$ cat config.mk
export PLATFORM = sky130hd
export DESIGN_NAME = uart_rx_frame_engine
export DESIGN_NICKNAME = d
export VERILOG_FILES = /design/src/rtl/uart_rx_pkg.sv /design/src/rtl/uart_rx_fifo.sv /design/src/rtl/uart_rx_frame_engine.sv
export SDC_FILE = /design/constraint.sdc
export NUM_CORES = 1
export LEC_CHECK = 0
export CAP_MARGIN = 10
export CELL_PAD_IN_SITES_DETAIL_PLACEMENT = 1
export CELL_PAD_IN_SITES_GLOBAL_PLACEMENT = 2
export CORE_UTILIZATION = 45
export CTS_BUF_LIST = sky130_fd_sc_hd__clkbuf_8
export CTS_CLUSTER_SIZE = 10
export DETAILED_ROUTE_END_ITERATION = 8
export GPL_ROUTABILITY_DRIVEN = 0
export PLACE_DENSITY_LB_ADDON = 0.1
export SYNTH_ARGS = -nofsm -noshare
export SYNTH_HDL_FRONTEND = slang
export SYNTH_SLANG_ARGS = --single-unit
$ cat constraint.sdc
create_clock -name PCLK -period 4.3 [get_ports PCLK]
set_clock_uncertainty 0.2 [all_clocks]
set_input_delay 1.075 -clock PCLK [delete_from_list [all_inputs] [get_ports PCLK]]
set_output_delay 1.075 -clock PCLK [all_outputs]
set_load 0.01 [all_outputs]
$ cat src/rtl/uart_rx_pkg.sv
// Shared types and constants for the UART receive frame engine:
// FSM state encoding, FIFO entry field positions and the parity helper.
package uart_rx_pkg;

  typedef enum logic [2:0] {
    IDLE     = 3'd0,
    START    = 3'd1,
    DATA     = 3'd2,
    PARITY   = 3'd3,
    STOP     = 3'd4,
    BRK_WAIT = 3'd5
  } rx_state_e;

  localparam int ENTRY_W      = 12;
  localparam int OE_IDX       = 11;
  localparam int BE_IDX       = 10;
  localparam int PE_IDX       = 9;
  localparam int FE_IDX       = 8;
  localparam int TIMEOUT_BITS = 32;

  // Unused high data bits are zero, so XOR over all eight bits is exact.
  function automatic logic parity_expected(input logic [7:0] data,
                                           input logic eps,
                                           input logic sps);
    if (sps) return ~eps;
    return eps ? ^data : ~^data;
  endfunction

endpackage

$ cat src/rtl/uart_rx_fifo.sv
// First-word fall-through FIFO with level/full/empty. i_wr_en and i_rd_en are
// already qualified by the caller: write only when not full or popping, read only when not empty.
module uart_rx_fifo #(
  parameter int DEPTH = 16,
  parameter int LVL_W = $clog2(DEPTH) + 1,
  parameter int W     = 12
) (
  input  logic             i_clk,
  input  logic             i_rst_n,
  input  logic             i_wr_en,
  input  logic [W-1:0]     i_wr_data,
  input  logic             i_rd_en,
  output logic [W-1:0]     o_rd_data,
  output logic             o_empty,
  output logic             o_full,
  output logic [LVL_W-1:0] o_level
);
  localparam int PTR_W = $clog2(DEPTH);

  logic [W-1:0]     r_mem [DEPTH];
  logic [PTR_W-1:0] r_wptr;
  logic [PTR_W-1:0] r_rptr;
  logic [LVL_W-1:0] r_level;

  always_ff @(posedge i_clk) begin
    if (i_wr_en) r_mem[r_wptr] <= i_wr_data;
  end

  always_ff @(posedge i_clk) begin
    if (!i_rst_n) begin
      r_wptr  <= '0;
      r_rptr  <= '0;
      r_level <= '0;
    end else begin
      if (i_wr_en) r_wptr <= r_wptr + 1'b1;
      if (i_rd_en) r_rptr <= r_rptr + 1'b1;
      case ({i_wr_en, i_rd_en})
        2'b10:   r_level <= r_level + 1'b1;
        2'b01:   r_level <= r_level - 1'b1;
        default: r_level <= r_level;
      endcase
    end
  end

  assign o_empty   = (r_level == '0);
  assign o_full    = (r_level == LVL_W'(DEPTH));
  assign o_level   = r_level;
  // Gate with empty so the head reads zero after reset and when drained.
  assign o_rd_data = o_empty ? '0 : r_mem[r_rptr];

endmodule

$ cat src/rtl/uart_rx_frame_engine.sv
// UART receive path: synchroniser, oversample tick, frame FSM, break/overrun
// tagging, level and timeout interrupts, feeding a 12-bit FWFT FIFO.
module uart_rx_frame_engine
  import uart_rx_pkg::*;
#(
  parameter int OVS   = 16,
  parameter int DIV_W = 16,
  parameter int DEPTH = 16,
  parameter int LVL_W = $clog2(DEPTH) + 1
) (
  input  logic             PCLK,
  input  logic             PRESETn,
  input  logic             cfg_en,
  input  logic [DIV_W-1:0] cfg_div,
  input  logic [1:0]       cfg_wlen,
  input  logic             cfg_pen,
  input  logic             cfg_eps,
  input  logic             cfg_sps,
  input  logic [LVL_W-1:0] cfg_ifls,
  input  logic             rxd,
  input  logic             rd_en,
  output logic [11:0]      rd_data,
  output logic             rx_empty,
  output logic             rx_full,
  output logic [LVL_W-1:0] rx_level,
  output logic             rx_intr,
  output logic             rt_intr,
  output rx_state_e        dbg_state
);
  localparam int SC_W     = $clog2(OVS);
  localparam int TO_LIMIT = TIMEOUT_BITS * OVS;
  localparam int TO_W     = $clog2(TO_LIMIT + 1);

  logic             r_sync1, r_sync2, w_rxs;
  logic [DIV_W-1:0] r_div_cnt;
  logic             w_tick;
  rx_state_e        r_state, w_state_nxt;
  logic [SC_W-1:0]  r_samp_cnt;
  logic [2:0]       r_bit_cnt;
  logic [7:0]       r_shift;
  logic             r_par_bit;
  logic             r_push_pend;
  logic [10:0]      r_push_entry;
  logic             r_oe;
  logic [TO_W-1:0]  r_to_cnt;
  logic             r_rx_intr;
  logic             w_mid_start, w_mid_bit, w_last_bit, w_break, w_stop_done, w_pe;
  logic             w_pop, w_push_ok, w_overrun;

  always_ff @(posedge PCLK) begin
    if (!PRESETn) begin
      r_sync1 <= 1'b1;
      r_sync2 <= 1'b1;
    end else begin
      r_sync1 <= rxd;
      r_sync2 <= r_sync1;
    end
  end
  assign w_rxs = r_sync2;

  always_ff @(posedge PCLK) begin
    if (!PRESETn)    r_div_cnt <= '0;
    else if (w_tick) r_div_cnt <= cfg_div;
    else             r_div_cnt <= r_div_cnt - 1'b1;
  end
  assign w_tick = (r_div_cnt == '0);

  assign w_mid_start = (r_samp_cnt == SC_W'(OVS/2 - 1));
  assign w_mid_bit   = (r_samp_cnt == SC_W'(OVS - 1));
  assign w_last_bit  = (r_bit_cnt == (3'(cfg_wlen) + 3'd4));
  assign w_break     = !w_rxs && (r_shift == '0) && (!cfg_pen || !r_par_bit);
  assign w_stop_done = cfg_en && w_tick && (r_state == STOP) && w_mid_bit;
  assign w_pe        = cfg_pen && (r_par_bit != parity_expected(r_shift, cfg_eps, cfg_sps));

  always_comb begin
    w_state_nxt = r_state;
    if (!cfg_en) begin
      w_state_nxt = IDLE;
    end else if (w_tick) begin
      case (r_state)
        IDLE:     if (!w_rxs) w_state_nxt = START;
        START:    if (w_mid_start) w_state_nxt = w_rxs ? IDLE : DATA;
        DATA:     if (w_mid_bit && w_last_bit) w_state_nxt = cfg_pen ? PARITY : STOP;
        PARITY:   if (w_mid_bit) w_state_nxt = STOP;
        STOP:     if (w_mid_bit) w_state_nxt = w_break ? BRK_WAIT : IDLE;
        BRK_WAIT: if (w_rxs) w_state_nxt = IDLE;
        default:  w_state_nxt = IDLE;
      endcase
    end
  end

  always_ff @(posedge PCLK) begin
    if (!PRESETn) begin
      r_state      <= IDLE;
      r_samp_cnt   <= '0;
      r_bit_cnt    <= '0;
      r_shift      <= '0;
      r_par_bit    <= 1'b0;
      r_push_pend  <= 1'b0;
      r_push_entry <= '0;
    end else begin
      r_state     <= w_state_nxt;
      r_push_pend <= w_stop_done;
      if (w_stop_done)
        r_push_entry <= w_break ? 11'h500 : {1'b0, w_pe, !w_rxs, r_shift};
      if (w_tick) begin
        case (r_state)
          IDLE: begin
            r_samp_cnt <= '0;
            r_bit_cnt  <= '0;
            r_shift    <= '0;
            r_par_bit  <= 1'b0;
          end
          START: r_samp_cnt <= w_mid_start ? '0 : r_samp_cnt + 1'b1;
          DATA, PARITY, STOP: begin
            if (w_mid_bit) begin
              r_samp_cnt <= '0;
              if (r_state == DATA) begin
                r_shift[r_bit_cnt] <= w_rxs;
                r_bit_cnt          <= r_bit_cnt + 1'b1;
              end
              if (r_state == PARITY) r_par_bit <= w_rxs;
            end else begin
              r_samp_cnt <= r_samp_cnt + 1'b1;
            end
          end
          default: ;
        endcase
      end
    end
  end

  // A push into a full FIFO is accepted only if the same cycle pops.
  assign w_pop     = rd_en && !rx_empty;
  assign w_push_ok = r_push_pend && (!rx_full || w_pop);
  assign w_overrun = r_push_pend && rx_full && !w_pop;

  always_ff @(posedge PCLK) begin
    if (!PRESETn) begin
      r_oe      <= 1'b0;
      r_to_cnt  <= '0;
      r_rx_intr <= 1'b0;
    end else begin
      if (w_overrun)      r_oe <= 1'b1;
      else if (w_push_ok) r_oe <= 1'b0;
      if (w_push_ok || w_pop || rx_empty)
        r_to_cnt <= '0;
      else if (w_tick && (r_state == IDLE) && (r_to_cnt < TO_W'(TO_LIMIT)))
        r_to_cnt <= r_to_cnt + 1'b1;
      r_rx_intr <= (cfg_ifls != '0) && (rx_level >= cfg_ifls);
    end
  end

  uart_rx_fifo #(.DEPTH(DEPTH), .LVL_W(LVL_W), .W(ENTRY_W)) u_fifo (
    .i_clk     (PCLK),
    .i_rst_n   (PRESETn),
    .i_wr_en   (w_push_ok),
    .i_wr_data ({r_oe, r_push_entry}),
    .i_rd_en   (w_pop),
    .o_rd_data (rd_data),
    .o_empty   (rx_empty),
    .o_full    (rx_full),
    .o_level   (rx_level)
  );

  assign rx_intr   = r_rx_intr;
  assign rt_intr   = (r_to_cnt == TO_W'(TO_LIMIT));
  assign dbg_state = r_state;

endmodule

Word-level counts from Yosys, hierarchy flattened
Memories as Yosys holds them, arrays and structs flattened. A register that Yosys moved wholly into a read port is not among the register bits. Index checks and enable logic that the tools add are counted.

ROM bits: 0. Bits of input ports: 31. Latch bits: 0. Memories kept: 1. Bits in writable memories: 192. Output and inout bits: 24. Register bits after elaboration: 74.

Bitwise gates (word level): 2. Shift-type cells: 0. Multipliers: 0. Divide/modulo/power cells: 0. Reductions and logical operators: 43. $add $sub $neg: 9. Eq/ne operators: 22. $lt $le $gt $ge: 4. Multiplexer cells: 39.

Memory list: u_fifo.r_mem (words 16, bits a word 12, rd ports 1, clocked after memory_dff 1, wr ports 1, line uart_rx_fifo.sv:20) `logic [W-1:0] r_mem [DEPTH];`.

Operators by type and width (number): $mux 3 (10); $ne 2x2->1 const B (9); $pmux 3 s6 (1); $logic_not 16->1 (1); $mux 16 (1); $mux 4 (4); $mux 8 (2); $pmux 8 s2 (1); $sub 16x1->16 const B (1); $logic_and 1x1->1 (15); $add 4x1->4 const B (3); $mux 12 (1); $pmux 4 s3 (1); $mux 1 (11); $mux 11 (1); $add 10x1->10 const B (1); $eq 10x10->1 const B (1); $lt 10x10->1 const B (1); $pmux 5 s2 (1); $bwmux 8 (1); $logic_not 8->1 (1); $reduce_and 4->1 (2); $reduce_xnor 8->1 (1); $reduce_xor 8->1 (1); other kinds (33) (47).

Depth between registers and ports, before layout
Word-level depth: 8. Mapped depth: 14.

By module
A second synthesis with hierarchy kept.

Cell total of the unflattened synthesis: 837. Area, all modules: 11776.3 um^2.

By module, submodules not included: uart_rx_fifo (sequential area each 6105.9 um^2, area each 8428.1 um^2, instances 1, cells an instance 420); uart_rx_frame_engine (sequential area each 1221.2 um^2, area each 3348.2 um^2, instances 1, cells an instance 417).

Worst setup path before layout
Ideal clock, no wire load.

Kind: in2reg. Start point: input rd_en. End point: register u_fifo.r_level[4], in the netlist u_fifo.o_level[4]. Slack: 0.576 ns. Stages: 12. Path buffers: 1. Arrival time: 3.410 ns. Cell sequence: inv_1 -> a31oi_1 -> inv_1 -> ha_1 -> clkbuf_1 -> xor2_1 -> ha_1 -> o21ai_0 -> o22ai_1 -> a221o_1 -> and3_1 -> o21a_1.

Longest elaborated chain between the ends: 5.

Ends and longest elaborated chain: start, declared (line uart_rx_frame_engine.sv:21) `input logic rd_en,`; $logic_and 1x1->1 * (line uart_rx_frame_engine.sv:134) `assign w_pop = rd_en && !rx_empty;`; $logic_or 1x1->1 (line uart_rx_frame_engine.sv:135) `assign w_push_ok = r_push_pend && (!rx_full || w_pop);`; $logic_and 1x1->1 (line uart_rx_frame_engine.sv:135); $eq 2x1->1 or $eq 2x2->1 (tied branches) (line uart_rx_fifo.sv:37) `case ({i_wr_en, i_rd_en})`; $pmux 5 s2 or $reduce_bool 2->1 (tied branches); end signal, assigned (line uart_rx_fifo.sv:38) `2'b10: r_level <= r_level + 1'b1;`; end signal, assigned (line uart_rx_fifo.sv:39) `2'b01: r_level <= r_level - 1'b1;`; end signal, assigned (line uart_rx_fifo.sv:40) `default: r_level <= r_level;`; end, declared (line uart_rx_fifo.sv:23) `logic [LVL_W-1:0] r_level;`.

Every way passes the cells marked *; elsewhere a longest branch is shown, timed or not. A chain may end at the register's enable or synchronous reset.

==> results <==
- After detailed routing, the average wire length per cell comes to 21.8 um.
- The arrival time at the worst endpoint is 2900 ps.
- The class of the most critical setup path is flop to primary output.
- STA classifies the critical path endpoint as a primary output.
- The share of synthesized area in the top cell type comes to 0.503.
- The layout has 2538 filler cells.
- By count the netlist is led by edfxtp_1 (192), dfxtp_1 (78), nor2_1 (69).
- After legalization and detailed placement, the total HPWL measured between 15 and 20 mm.
- In this run the number of H-tree levels came out at 2.
- Buffers inserted to repair hold after CTS numbered 0.
- Synthesis produced 809 cells.
- In this run the worst path has a maximum fanout of 24.
- The multi-input combinational cells in the finished layout cover a total of a little under 4000 sq um.
- The overall power after layout is 5390 uW.
- The post-synth net total is 864.
- The final count of hold timing violations is 0.
- Of all flip-flops after synthesis, the portion carrying an async set or reset was 0.
- Dividing the final minimum period by the clock period gives 0.970.
- The tree is rooted in a clkbuf_8.
- The analysis attributes to cell leakage a power of 0.00492 uW.
- The total grt overflow is 0.
- Setup repair after global routing left no endpoint under its margin.
- The sequential fraction of the synthesis area is 0.639.
- The floorplan step defined a core boundary enclosing 25100 sq um.
- The critical path crosses 5 cells after its start point.
- The number of global-route vias before repair is roughly 7.6k.
- The highest attainable clock frequency is between 200 and 250 MHz.
- The number of nets in the layout is about 950.
- The total of warnings raised by yosys is 0.
- The number of standard-cell rows in the floorplan is 58.
- The measured slew at the worst slew-check pin is 794 ps.
- The worst register-to-register path has a depth of 13.
- Synthesis inferred 270 register bits.
- The signal on the critical path passes through buf_16, mux4_2, mux4_2, and2_1, clkdlybuf4s50_1.
- The cell area after synthesis is 11500 sq um.
- The number of antenna violations at the first check in global routing came to 0.
- The largest incremental delay on the critical path is roughly 550 ps.
- By area, the combinational part of the netlist is dominated by multiplexers.
- For this run, design rule violations remaining after detail routing come to 0.
- After detailed routing, the total wire length is 27.4 mm.
- The final route contains around 6.9k vias.
- After layout, the worst setup slack is 127 ps.
- The number of max-slew violations in the final report is 0.
- Of the total synthesized cell area, the portion taken by full adders, half adders and majority gates is 0.0271.
- The register clock-pin slew on the reported worst setup and hold paths is 60 ps.
- The detail-routed via count per cell is 5.51.
- In this run the vertical extent of the chip is 162 um.
- The count of buffer and inverter cells on the critical path is 2.
- The total negative slack is 0 ps.
- In this run the tool buffered the top-level ports with 54 buffer cells.
- The worst hold slack is 204 ps.
- Across every metal layer, demand over resource in global routing totals 0.218.
- The most instantiated library cell after synthesis is edfxtp_1.
- In this run, the number of DRC markers left after iteration 0 of detailed routing was 375.
- The worst setup slack after placement is about 380 ps.
- By instance count, the cell type seen most on the critical path is mux4_2.
- The share of layout cells above drive strength 1 is 0.165.
- Counting the buffers created by CTS gives 44.
- The kind of cell with the highest combined delay along the critical path is multiplexers.
- The diode insertion count for antenna repair is 0.
- Once the clock tree was built, the setup fixing pass inserted 0 buffers.
- The area share of xor/xnor cells in the synthesized design is 0.0306.
- The wire length of the first global-routing pass is 43.0 mm.
- The mux share of post-synthesis cell area is 0.123.
- The maximum ir drop on the vdd rail is 0.286 mV.
- The synthesized-area fraction occupied by ao, oa, aoi and oai cells is 0.0494.
- The worst-case headroom to the max-slew limit is 0.470.
- Entering global routing, the biggest net connects 49 pins.
- Setup violations remaining at the end of the flow were counted as 0.
- The CTS tree is yes.
- The count of pins on the block boundary is 55.
- Once detail routing completed, the nets flagged for antenna violations numbered 0.
- The synthesized area divided by synthesized cell count is 14.2 sq um.
- The smallest clock period supported by the final layout is computed as 4170 ps.
- The top cell type by total area after synthesis is edfxtp_1.
- The placement-stage cell area is 12500 sq um.
- The predominant post-synthesis flop cell is edfxtp_1.
- With fillers left out, the area of the finished cells amounts to 13300 sq um.
- The max-cap violation count is 0.
- Along the worst hold path, the cell count comes to 1.
- In the post-synthesis netlist, the biggest area contributors are edfxtp_1 (50%), dfxtp_1 (14%), mux4_2 (12%).
- For this configuration, the core starts out at a cell density of 0.456.
- The x dimension of the die is 162 um.
- The overall die area is ~26000 sq um.
- The slowest stage of the critical path is the mux4_2 cell.
- The number of buffers on the longest clock path is 3.
- The synthesized design contains about 190 enable-type register cells.
- The number of sinks on the clock net is between 200 and 300.
- STA puts the critical path data required time at around 3000 ps.
- The clock reaches the later pin of the worst-skew pair after approximately 550 ps.
- The sort of element at the start of the critical path is a flop.
- The ratio of total power to cell area is 404 nW/um^2.
- The area growth from synthesis to layout is 16.3%.
- Of the total synthesized cell area, the portion taken by AND, OR, NAND and NOR gates is 0.104.
- The register cell area after layout is around 7300 sq um.
- The tightest min-delay check is of the flop to flop type.
- Before antenna repair, the detailed router went through 4 iterations.
- Yosys mapped the design onto 56 distinct sky130hd cell types.
- The flow ran to the end, and the final reports show no timing, DRC or antenna violations.
==> stage by stage <==
step	cells	utilization
floorplan	809	-
global placement	1174	0.497
detailed placement	1174	0.497
CTS	1255	0.530
global route	1256	0.531
finish	1256	0.531
==> layer usage <==
layer,vias to the layer above,GRT usage,routed length [um]
li1,3235,-,-
met5,-,0,0
met2,159,0.392,14400
met3,37,0.0318,1430
met1,3493,0.271,11100
met4,0,0.0690,422
==> power by group <==
part / total [uW] / internal [uW] / switching, uW
registers: 2880 / 2800 / 72.9
clock network: 2010 / 1010 / 996
logic: 499 / 211 / 288
total: 5390 / 4030 / 1360
==> area by class of cell <==
| type | instances | area share |
|---|---|---|
| Timing Repair Buffer | 82 | 0.0616 |
| Tap cell | 330 | 0.0310 |
| Sequential cell | 270 | 0.550 |
| Inverter | 32 | 0.00901 |
| Clock inverter | 33 | 0.0107 |
| Clock buffer | 47 | 0.0485 |
| Multi-Input combinational cell | 462 | 0.289 |
==> cell usage in the layout, fill, tap and decap left out, types with 10 or more instances in the layout <==
cell             synthesis  routed
inv_1                   31      42
and2_1                  15      15
clkdlybuf4s50_1          0      54
ha_1                    24      24
nor3_1                  20      16
edfxtp_1               192     192
nand3_1                 27      27
clkinv_1                 1      18
nand2_1                 49      49
nand2b_1                11      11
clkbuf_8                 0      47
o211ai_1                10      10
a21oi_1                 26      26
dfxtp_1                 78      76
mux4_2                  60      60
nor4_1                  14      14
xnor2_1                 22      22
buf_4                    1      24
nor2_1                  69      69
xor2_1                  18      18
o21ai_0                 16      16
==> flip-flops by register name, indices dropped and copies added, names as in the netlist, 3 cells and up, named ones only <==
register / flops
u_fifo.r_wptr: 4
r_shift: 8
dbg_state: 3
u_fifo.o_level: 5
r_div_cnt: 16
r_push_entry: 11
u_fifo.r_mem: 192
u_fifo.r_rptr: 4
r_bit_cnt: 3
r_to_cnt: 10
r_samp_cnt: 4
==> timing repair <==
action                     4_1_cts  5_1_grt
pin swaps                        0        0
resized for setup                2        0
setup endpoints to repair        6        2
gates cloned                     1        1
==> logic make-up (layout without fill, tap and decap cells) <==
group / count (synthesis) / after routing
AO/OA/AOI/OAI: 90 / 90
AND/OR/NAND/NOR: 241 / 241
flip-flops: 270 / 270
multiplexers: 66 / 66
adder cells (fa/ha/maj): 25 / 25
XOR/XNOR: 40 / 40
buffers and inverters: 77 / 194
==> path summary, 6_finish.rpt <==
| check | start | end | slack [ps] |
|---|---|---|---|
| max | flop | rd_data[7] | 130 |
| min | r_sync1 | r_sync2 | 200 |
| max reg2reg | u_fifo.o_level[1] | u_fifo.o_level[4] | 750 |
| min reg2reg | r_sync1 | r_sync2 | 200 |
Power figures use the tool's default switching activity.
